### config.mk
export PLATFORM = sky130hd
export DESIGN_NAME = sdram_access_arbiter
export DESIGN_NICKNAME = d
export VERILOG_FILES = /design/src/rtl/sdram_access_arbiter.sv
export SDC_FILE = /design/constraint.sdc
export NUM_CORES = 1
export LEC_CHECK = 0
export BUFFER_PORTS_ARGS = -buffer_cell sky130_fd_sc_hd__clkbuf_2
export CAP_MARGIN = 20
export CORE_UTILIZATION = 35
export CTS_BUF_LIST = sky130_fd_sc_hd__clkbuf_4 sky130_fd_sc_hd__clkbuf_8
export DETAILED_ROUTE_END_ITERATION = 12
export GPL_TIMING_DRIVEN = 0
export HOLD_SLACK_MARGIN = 0.15
export PLACE_DENSITY = 0.65
export RECOVER_POWER = 25
export SLEW_MARGIN = 15
export SYNTH_ARGS = -nofsm -noshare
export SYNTH_HDL_FRONTEND = slang
export SYNTH_SLANG_ARGS = --single-unit
### constraint.sdc
create_clock -name clock -period 5.3 [get_ports clock]
set_input_delay 0.265 -clock clock [delete_from_list [all_inputs] [get_ports clock]]
set_output_delay 0.265 -clock clock [all_outputs]
set_load 0.02 [all_outputs]
### src/rtl/sdram_access_arbiter.sv
// sdram_access_arbiter
//   Two-port round-robin arbiter in front of a single-word SDRAM controller.
//   Port 0 is the CPU, port 1 the DMA/video engine. A winning request is
//   latched in IDLE, issued to the controller, and answered with a one-cycle
//   ack (plus error if the controller never accepted the request in time).
//
// Ports
//   clock, reset            clock and asynchronous active-high reset
//   req/write/address/wdata per-port request fields (port n in slice n)
//   rdata, ack, error       completion signals, valid in the ack cycle only
//   busy                    high whenever the arbiter is not idle
//   sd_*                    SDRAM controller command/data/status interface
module sdram_access_arbiter #(
  parameter int ADDR_WIDTH = 25,
  parameter int TIMEOUT    = 1023
) (
  input  logic                    clock,
  input  logic                    reset,
  input  logic [1:0]              req,
  input  logic [1:0]              write,
  input  logic [2*ADDR_WIDTH-1:0] address,
  input  logic [31:0]             wdata,
  output logic [15:0]             rdata,
  output logic [1:0]              ack,
  output logic [1:0]              error,
  output logic                    busy,
  output logic [ADDR_WIDTH-1:0]   sd_address,
  output logic [9:0]              sd_access_num,
  output logic [15:0]             sd_data_in,
  input  logic [15:0]             sd_data_out,
  output logic                    sd_write_request,
  output logic                    sd_read_request,
  input  logic                    sd_write_flag,
  input  logic                    sd_read_flag,
  input  logic                    sd_idle
);

  typedef enum logic [2:0] {S_IDLE, S_ISSUE, S_XFER, S_DRAIN, S_DONE} state_t;

  localparam logic [9:0] TIMEOUT_CNT = 10'(TIMEOUT);

  // Per-port views of the packed request buses.
  logic [ADDR_WIDTH-1:0] port_addr  [2];
  logic [15:0]           port_wdata [2];

  genvar gi;
  generate
    for (gi = 0; gi < 2; gi++) begin : g_port
      assign port_addr[gi]  = address[gi*ADDR_WIDTH +: ADDR_WIDTH];
      assign port_wdata[gi] = wdata[gi*16 +: 16];
    end
  endgenerate

  state_t                state_q, state_d;
  logic                  port_q, port_d;
  logic                  write_q, write_d;
  logic [ADDR_WIDTH-1:0] addr_q, addr_d;
  logic [15:0]           wdata_q, wdata_d;
  logic [9:0]            count_q, count_d;
  logic                  err_q, err_d;
  logic [15:0]           rd_q, rd_d;
  logic                  last_q, last_d;

  logic [15:0]           rdata_q, rdata_d;
  logic [1:0]            ack_q, ack_d;
  logic [1:0]            error_q, error_d;
  logic                  busy_q, busy_d;
  logic [ADDR_WIDTH-1:0] sd_address_q, sd_address_d;
  logic [9:0]            sd_access_num_q, sd_access_num_d;
  logic [15:0]           sd_data_in_q, sd_data_in_d;
  logic                  sd_write_request_q, sd_write_request_d;
  logic                  sd_read_request_q, sd_read_request_d;

  logic grant;
  logic flag_match;

  // Controller status flag that belongs to the latched direction.
  assign flag_match = write_q ? sd_write_flag : sd_read_flag;

  always_comb begin
    state_d = state_q;
    port_d  = port_q;
    write_d = write_q;
    addr_d  = addr_q;
    wdata_d = wdata_q;
    count_d = count_q;
    err_d   = err_q;
    rd_d    = rd_q;
    last_d  = last_q;
    // Both requesting: the port not served last wins; otherwise the lone requester.
    grant   = (req == 2'b11) ? ~last_q : req[1];

    case (state_q)
      S_IDLE: begin
        if ((req != 2'b00) && sd_idle) begin
          port_d  = grant;
          write_d = write[grant];
          addr_d  = port_addr[grant];
          wdata_d = port_wdata[grant];
          count_d = '0;
          err_d   = 1'b0;
          rd_d    = '0;
          state_d = S_ISSUE;
        end
      end
      S_ISSUE: begin
        count_d = count_q + 10'd1;
        if (flag_match) begin
          state_d = S_XFER;
        end else if (count_d == TIMEOUT_CNT) begin
          err_d   = 1'b1;
          state_d = S_DRAIN;
        end
      end
      S_XFER: begin
        if (sd_read_flag) begin
          rd_d = sd_data_out;
        end
        if (!flag_match) begin
          state_d = S_DRAIN;
        end
      end
      S_DRAIN: begin
        if (sd_idle) begin
          state_d = S_DONE;
        end
      end
      S_DONE: begin
        last_d  = port_q;
        state_d = S_IDLE;
      end
      default: state_d = S_IDLE;
    endcase

    // Outputs are registered, so they are derived from the state being entered.
    rdata_d            = '0;
    ack_d              = '0;
    error_d            = '0;
    busy_d             = (state_d != S_IDLE);
    sd_address_d       = '0;
    sd_access_num_d    = '0;
    sd_data_in_d       = '0;
    sd_write_request_d = 1'b0;
    sd_read_request_d  = 1'b0;

    if ((state_d == S_ISSUE) || (state_d == S_XFER)) begin
      sd_address_d    = addr_d;
      sd_access_num_d = 10'd1;
      sd_data_in_d    = wdata_d;
    end
    if (state_d == S_ISSUE) begin
      sd_write_request_d = write_d;
      sd_read_request_d  = ~write_d;
    end
    if (state_d == S_DONE) begin
      ack_d[port_d]   = 1'b1;
      error_d[port_d] = err_d;
      // Writes and aborted accesses return no data.
      rdata_d         = (err_d || write_d) ? 16'h0000 : rd_d;
    end
  end

  always_ff @(posedge clock or posedge reset) begin
    if (reset) begin
      state_q            <= S_IDLE;
      port_q             <= 1'b0;
      write_q            <= 1'b0;
      addr_q             <= '0;
      wdata_q            <= '0;
      count_q            <= '0;
      err_q              <= 1'b0;
      rd_q               <= '0;
      last_q             <= 1'b1;
      rdata_q            <= '0;
      ack_q              <= '0;
      error_q            <= '0;
      busy_q             <= 1'b0;
      sd_address_q       <= '0;
      sd_access_num_q    <= '0;
      sd_data_in_q       <= '0;
      sd_write_request_q <= 1'b0;
      sd_read_request_q  <= 1'b0;
    end else begin
      state_q            <= state_d;
      port_q             <= port_d;
      write_q            <= write_d;
      addr_q             <= addr_d;
      wdata_q            <= wdata_d;
      count_q            <= count_d;
      err_q              <= err_d;
      rd_q               <= rd_d;
      last_q             <= last_d;
      rdata_q            <= rdata_d;
      ack_q              <= ack_d;
      error_q            <= error_d;
      busy_q             <= busy_d;
      sd_address_q       <= sd_address_d;
      sd_access_num_q    <= sd_access_num_d;
      sd_data_in_q       <= sd_data_in_d;
      sd_write_request_q <= sd_write_request_d;
      sd_read_request_q  <= sd_read_request_d;
    end
  end

  assign rdata            = rdata_q;
  assign ack              = ack_q;
  assign error            = error_q;
  assign busy             = busy_q;
  assign sd_address       = sd_address_q;
  assign sd_access_num    = sd_access_num_q;
  assign sd_data_in       = sd_data_in_q;
  assign sd_write_request = sd_write_request_q;
  assign sd_read_request  = sd_read_request_q;

endmodule

# Word-level counts from Yosys, hierarchy flattened
# Cells that the tools add are included.
[word_totals]
reg_bits = 148
in_bits = 107
elab_cells = 90
[op_classes]
add_sub_neg = 1
n_lt_le_gt_ge = 4
eq_ne = 10
muxes = 44
bitwise = 4
n_reduce_logical = 9
[op_table]
columns = ["operator", "n"]
rows = [
  ["$mux 16", 10],
  ["$mux 25", 6],
  ["$pmux 16 s2", 1],
  ["$pmux 10 s2", 1],
  ["$mux 1", 15],
  ["$mux 3", 5],
  ["$pmux 3 s4", 1],
  ["$add 10x1->10 const B", 1],
  ["$eq 10x10->1 const B", 1],
  ["$mux 10", 1],
  ["$eq 3x2->1 const B", 3],
  ["$eq 3x1->1 const B", 2],
  ["$eq 3x3->1 const B", 2],
  ["$lt 1x2->1 const B", 2],
  ["$mux 2", 2],
  ["$reduce_bool 2->1", 2],
  ["$logic_not 3->1", 1],
  ["$reduce_bool 3->1", 1],
  ["$and 2x2->2", 1],
  ["$eq 2x2->1 const B", 1],
  ["$ge 2x2->1 const B", 1],
  ["$logic_and 1x1->1", 2],
  ["$logic_or 1x1->1", 2],
  ["$ne 2x2->1 const B", 1],
  ["other kinds (6)", 7],
]

# Depth between registers and ports, before layout
[logic_depth]
word_depth = 10
depth_mapped = 9

# Worst setup path before layout
# No wires, ideal clock.
[synth_timing]
path_kind = "register to register"
from = "register count_q[0]"
to = "register sd_address_q[17] (netlist: sd_address[17])"
t_arrival_ns = 1.955
required_time_ns = 5.181
setup_slack_ns = 3.226
path_stages_with_launch = 9
n_path_buf = 2
synth_period_minus_slack_ns = 2.074
cell_sequence = "dfrtp_1 ha_1 and4_1 buf_6 xnor2_2 nor4_4 mux2i_2 buf_6 nor2b_2"
[synth_via]
elab_chain_len = 8
elab_cells_between_ends = 9
[synth_lines]
columns = ["item", "line", "source"]
rows = [
  ["start, declared", "59", "logic [9:0] count_q, count_d;"],
  ["start signal, assigned", "189", "count_q <= count_d;"],
  ["$add 10x1->10 (*)", "107", "count_d = count_q + 10'd1;"],
  ["$eq 10x10->1 (*)", "110", "end else if (count_d == TIMEOUT_CNT) begin"],
  ["$mux 3 (*)", "110", ""],
  ["$mux 3 (*)", "108", "if (flag_match) begin"],
  ["$pmux 3 s4 (*)", "93", "case (state_q)"],
  ["$eq 3x1->1 or $eq 3x2->1 (tied branches)", "146", "if ((state_d == S_ISSUE) || (state_d == S_XFER)) begin"],
  ["$logic_or 1x1->1 (*)", "146", ""],
  ["$mux 25 (*)", "146", ""],
  ["named net sd_address_d[17]", "68", "logic [ADDR_WIDTH-1:0] sd_address_q, sd_address_d;"],
  ["end signal, assigned", "197", "sd_address_q <= sd_address_d;"],
  ["end, declared", "68", ""],
]
# Mark *: on every way through the listed nets, which the timed path passes. The rest lies on a longest branch.
# A chain may end at the register's enable or synchronous reset.

==> results.tsv <==
stage	metric	value	unit
global_route	initial antenna violation count	0	
global_route	All-Layer GR Usage	0.180	
cts	total clock sinks	139	
setup_path	CP endpoint kind	asynchronous set/reset pin	
sta	RSZ-0062 raised after global routing	no	
setup_path	slowest stage delay, CP	1.64	ns
floorplan	die width	131	µm
logic_synthesis	Seq/Total Area, Yosys	0.594	
logic_synthesis	Synth async-reset ratio	1.00	
logic_synthesis	Distinct cells, synth	46	
run	Max Cap Viol	1	
logic_synthesis	average size of a mapped cell	11.5	µm²
sta	Worst Tran Pin Value	2.90	ns
logic_synthesis	ys flop type	dfrtp_1	
floorplan	initial core utilization	0.363	
detailed_routing	drt pass-1 iters	4	
sta	Clock Skews	0.00982	ns
detailed_routing	Final ANT Viol Nets	0	
global_route	vias in the first global route	4765	
logic_synthesis	Synth Area in Compound Gates	0.113	
logic_synthesis	total number of yosys warnings	0	
power_and_ir_drop	PnR Total Power	4.20	mW
logic_synthesis	Syn Inst Count	510	
logic_synthesis	count leader, synth	dfrtp_1	
layout	ANT cells	0	
setup_path	Setup CP Type	in -> async	
logic_synthesis	synth cell count leaders	138 x dfrtp_1, 53 x a21oi_1, 47 x nor2_1	
global_route	wire length of the first global-routing pass	24300	µm
detailed_routing	DRT iter0 DRCs	201	
setup_path	CP required	5.40	ns
logic_synthesis	Post-Synth XOR/XNOR Area	0.00727	
logic_synthesis	mux cell area share after synthesis	0.0836	
cts	# hold bufs at CTS	37	
sta	final number of setup-violating endpoints	0	
detailed_routing	DR vias/cell	4.73	
min_path	Hold/Removal Path Class	in -> reg	
cts	H-Tree Depth	4	
setup_path	delay-heaviest family, CP	buffers and inverters	
cts	Clock Path Buffers	2	
setup_path	slowest CP cell	clkinvlp_2	
logic_synthesis	top cell type's share of synthesized area	0.590	
cts	root buffer cell	clkbuf_8	
layout	Area Growth Syn to Fin	34.4	%
run_status	run status	complete, but fails checks	
layout	FILL cells	1482	
sta	Tcrit/Tclk final	0.473	
setup_path	CP Max Fanout	64	
layout	fin nets	855	
placed_design	gp weighted congestion	0.814	
cts	TritonCTS Buffers	17	
sta	hold_ws	0.163	ns
sta	Hold Violations, Final	0	
sta	setup TNS	0	ns
logic_synthesis	Synth area leaders	dfrtp_1 59%, mux2i_1 7.4%, a21oi_1 4.5%	
setup_path	Worst Path Buf+Inv	3	
global_route	largest net degree at the start of global routing	77	
detailed_routing	final wirelength	14700	µm
cts	TritonCTS clock tree	yes	
cts	Post-CTS Resized	0	
logic_synthesis	post-synth top area cell	dfrtp_1	
floorplan	Die Ht	131	µm
detailed_routing	DRC	0	
power_and_ir_drop	Static Leakage	3.96	nW
floorplan	number of cell rows	46	
detailed_routing	Routed wire per std cell	15.1	µm
floorplan	Top Ports	181	
logic_synthesis	area share of fa/ha/maj cells after synthesis	0.00427	
floorplan	core area	16100	µm²
setup_path	CP startpoint kind	input pin	
cts	Clk Latency, worst-skew pair	0.45	ns
sta	Final min period	2.51	ns
global_route	grt ovf	0	
sta	FMAX	399	MHz
sta	Rel. slew slack	-0.947	
logic_synthesis	largest family of logic cells by synthesized area	simple AND/OR/NAND/NOR gates	
layout	share of cells above drive strength 1	0.349	
placed_design	Port Buf Inserts	171	
power_and_ir_drop	pwr/cell area	533	nW/µm²
logic_synthesis	Post-synth EDFFs	0	
setup_path	worst-path cell chain	dlygate4sd3_1, clkbuf_2, clkinvlp_2	
sta	fin. max-slew vios	64	
detailed_routing	vias	4615	
sta	final worst slack	2.79	ns
run_status	failing checks	max-capacitance violations, max-slew violations	
placed_design	post-detail-place hpwl	10300	µm
setup_path	Crit path arrival time	2.60	ns
cts	setup bufs post-CTS	0	
placed_design	worst slack at placement	2.86	ns
cts	Clk pin slew, worst setup/hold paths	0.07	ns
floorplan	die area	17200	µm²
logic_synthesis	simple-gate share of the synthesized area	0.147	
power_and_ir_drop	Worst VDD drop	184	µV
logic_synthesis	Post-Syn Area	5850	µm²
logic_synthesis	post-synthesis register bit count	139	
power by group:
group          total [mW]  switching (mW)  internal (mW)
logic                1.60           0.957          0.644
registers            1.59           0.140           1.45
clock network        1.00           0.428          0.575
stage by stage:
stage                     instance area, µm²  cells   util
after floorplan                         5880    518      -
after global placement                  7010    905  0.435
after detailed placement                7050    906  0.437
after CTS                               7880    975  0.489
after global routing                    7870    975  0.488
final                                   7870    975  0.488
registers in the layout, indices dropped and copies added (netlist names), 2 cells and up:
name        count
ack             2
addr_q         25
count_q        10
error           2
rd_q           16
rdata          16
sd_address     25
sd_data_in     16
state_q         3
wdata_q        16
routing by layer:
layer / global-route usage / wire (µm) / share of wire / vias to the layer above
met5: 0 / 0 / 0 / -
met4: 0.0562 / 215 / 0.015 / 0
met3: 0.0517 / 808 / 0.055 / 20
met2: 0.302 / 7110 / 0.48 / 171
met1: 0.224 / 6570 / 0.45 / 2240
li1: - / - / - / 2184
worst min-delay path, cell delays in order:
cell	delay (ns)
clkbuf_2	0.08
mux2i_1	0.13
a21oi_1	0.09
worst paths after layout:
path	endpoint	slack [ns]	depth (start not counted)	startpoint
max	count_q[3]	2.79	3	reset
min	wdata_q[9]	0.16	3	wdata[25]
max reg2reg	sd_address[17]	2.89	8	count_q[0]
min reg2reg	count_q[9]	0.47	1	count_q[9]
max in group clock	sd_address[17]	2.89	8	count_q[0]
min in group asynchronous	sd_address[20]	1.20	3	reset
layout make-up:
type | instances | area, µm² | area share
buffer | 40 | 251 | 0.0320
clock buffer | 19 | 249 | 0.0316
clock inverter | 13 | 215 | 0.0273
inverter | 9 | 35.0 | 0.00445
multi-input combinational | 330 | 2120 | 0.269
sequential | 139 | 3480 | 0.442
tap | 216 | 270 | 0.0343
timing repair buffer | 209 | 1250 | 0.159
cell usage in the layout, fill, tap and decap left out, types with 12 or more instances in the layout:
cell           instances
dlygate4sd3_1         37
a21oi_1               53
clkbuf_8              17
clkbuf_2             169
nor2_1                47
buf_2                 18
nand2_1               37
a22o_1                24
nor2b_2               12
nor2b_1               25
o21ai_0               15
mux2i_1               43
dfrtp_1              138
cells by family after synthesis:
kind of cell | count (synthesis)
fa+ha+maj | 2
mux | 48
other cells | 1
xor+xnor | 4
buf+inv | 49
simple gates | 159
compound gates | 108
flops | 139
(Power assumes the default switching activity.)
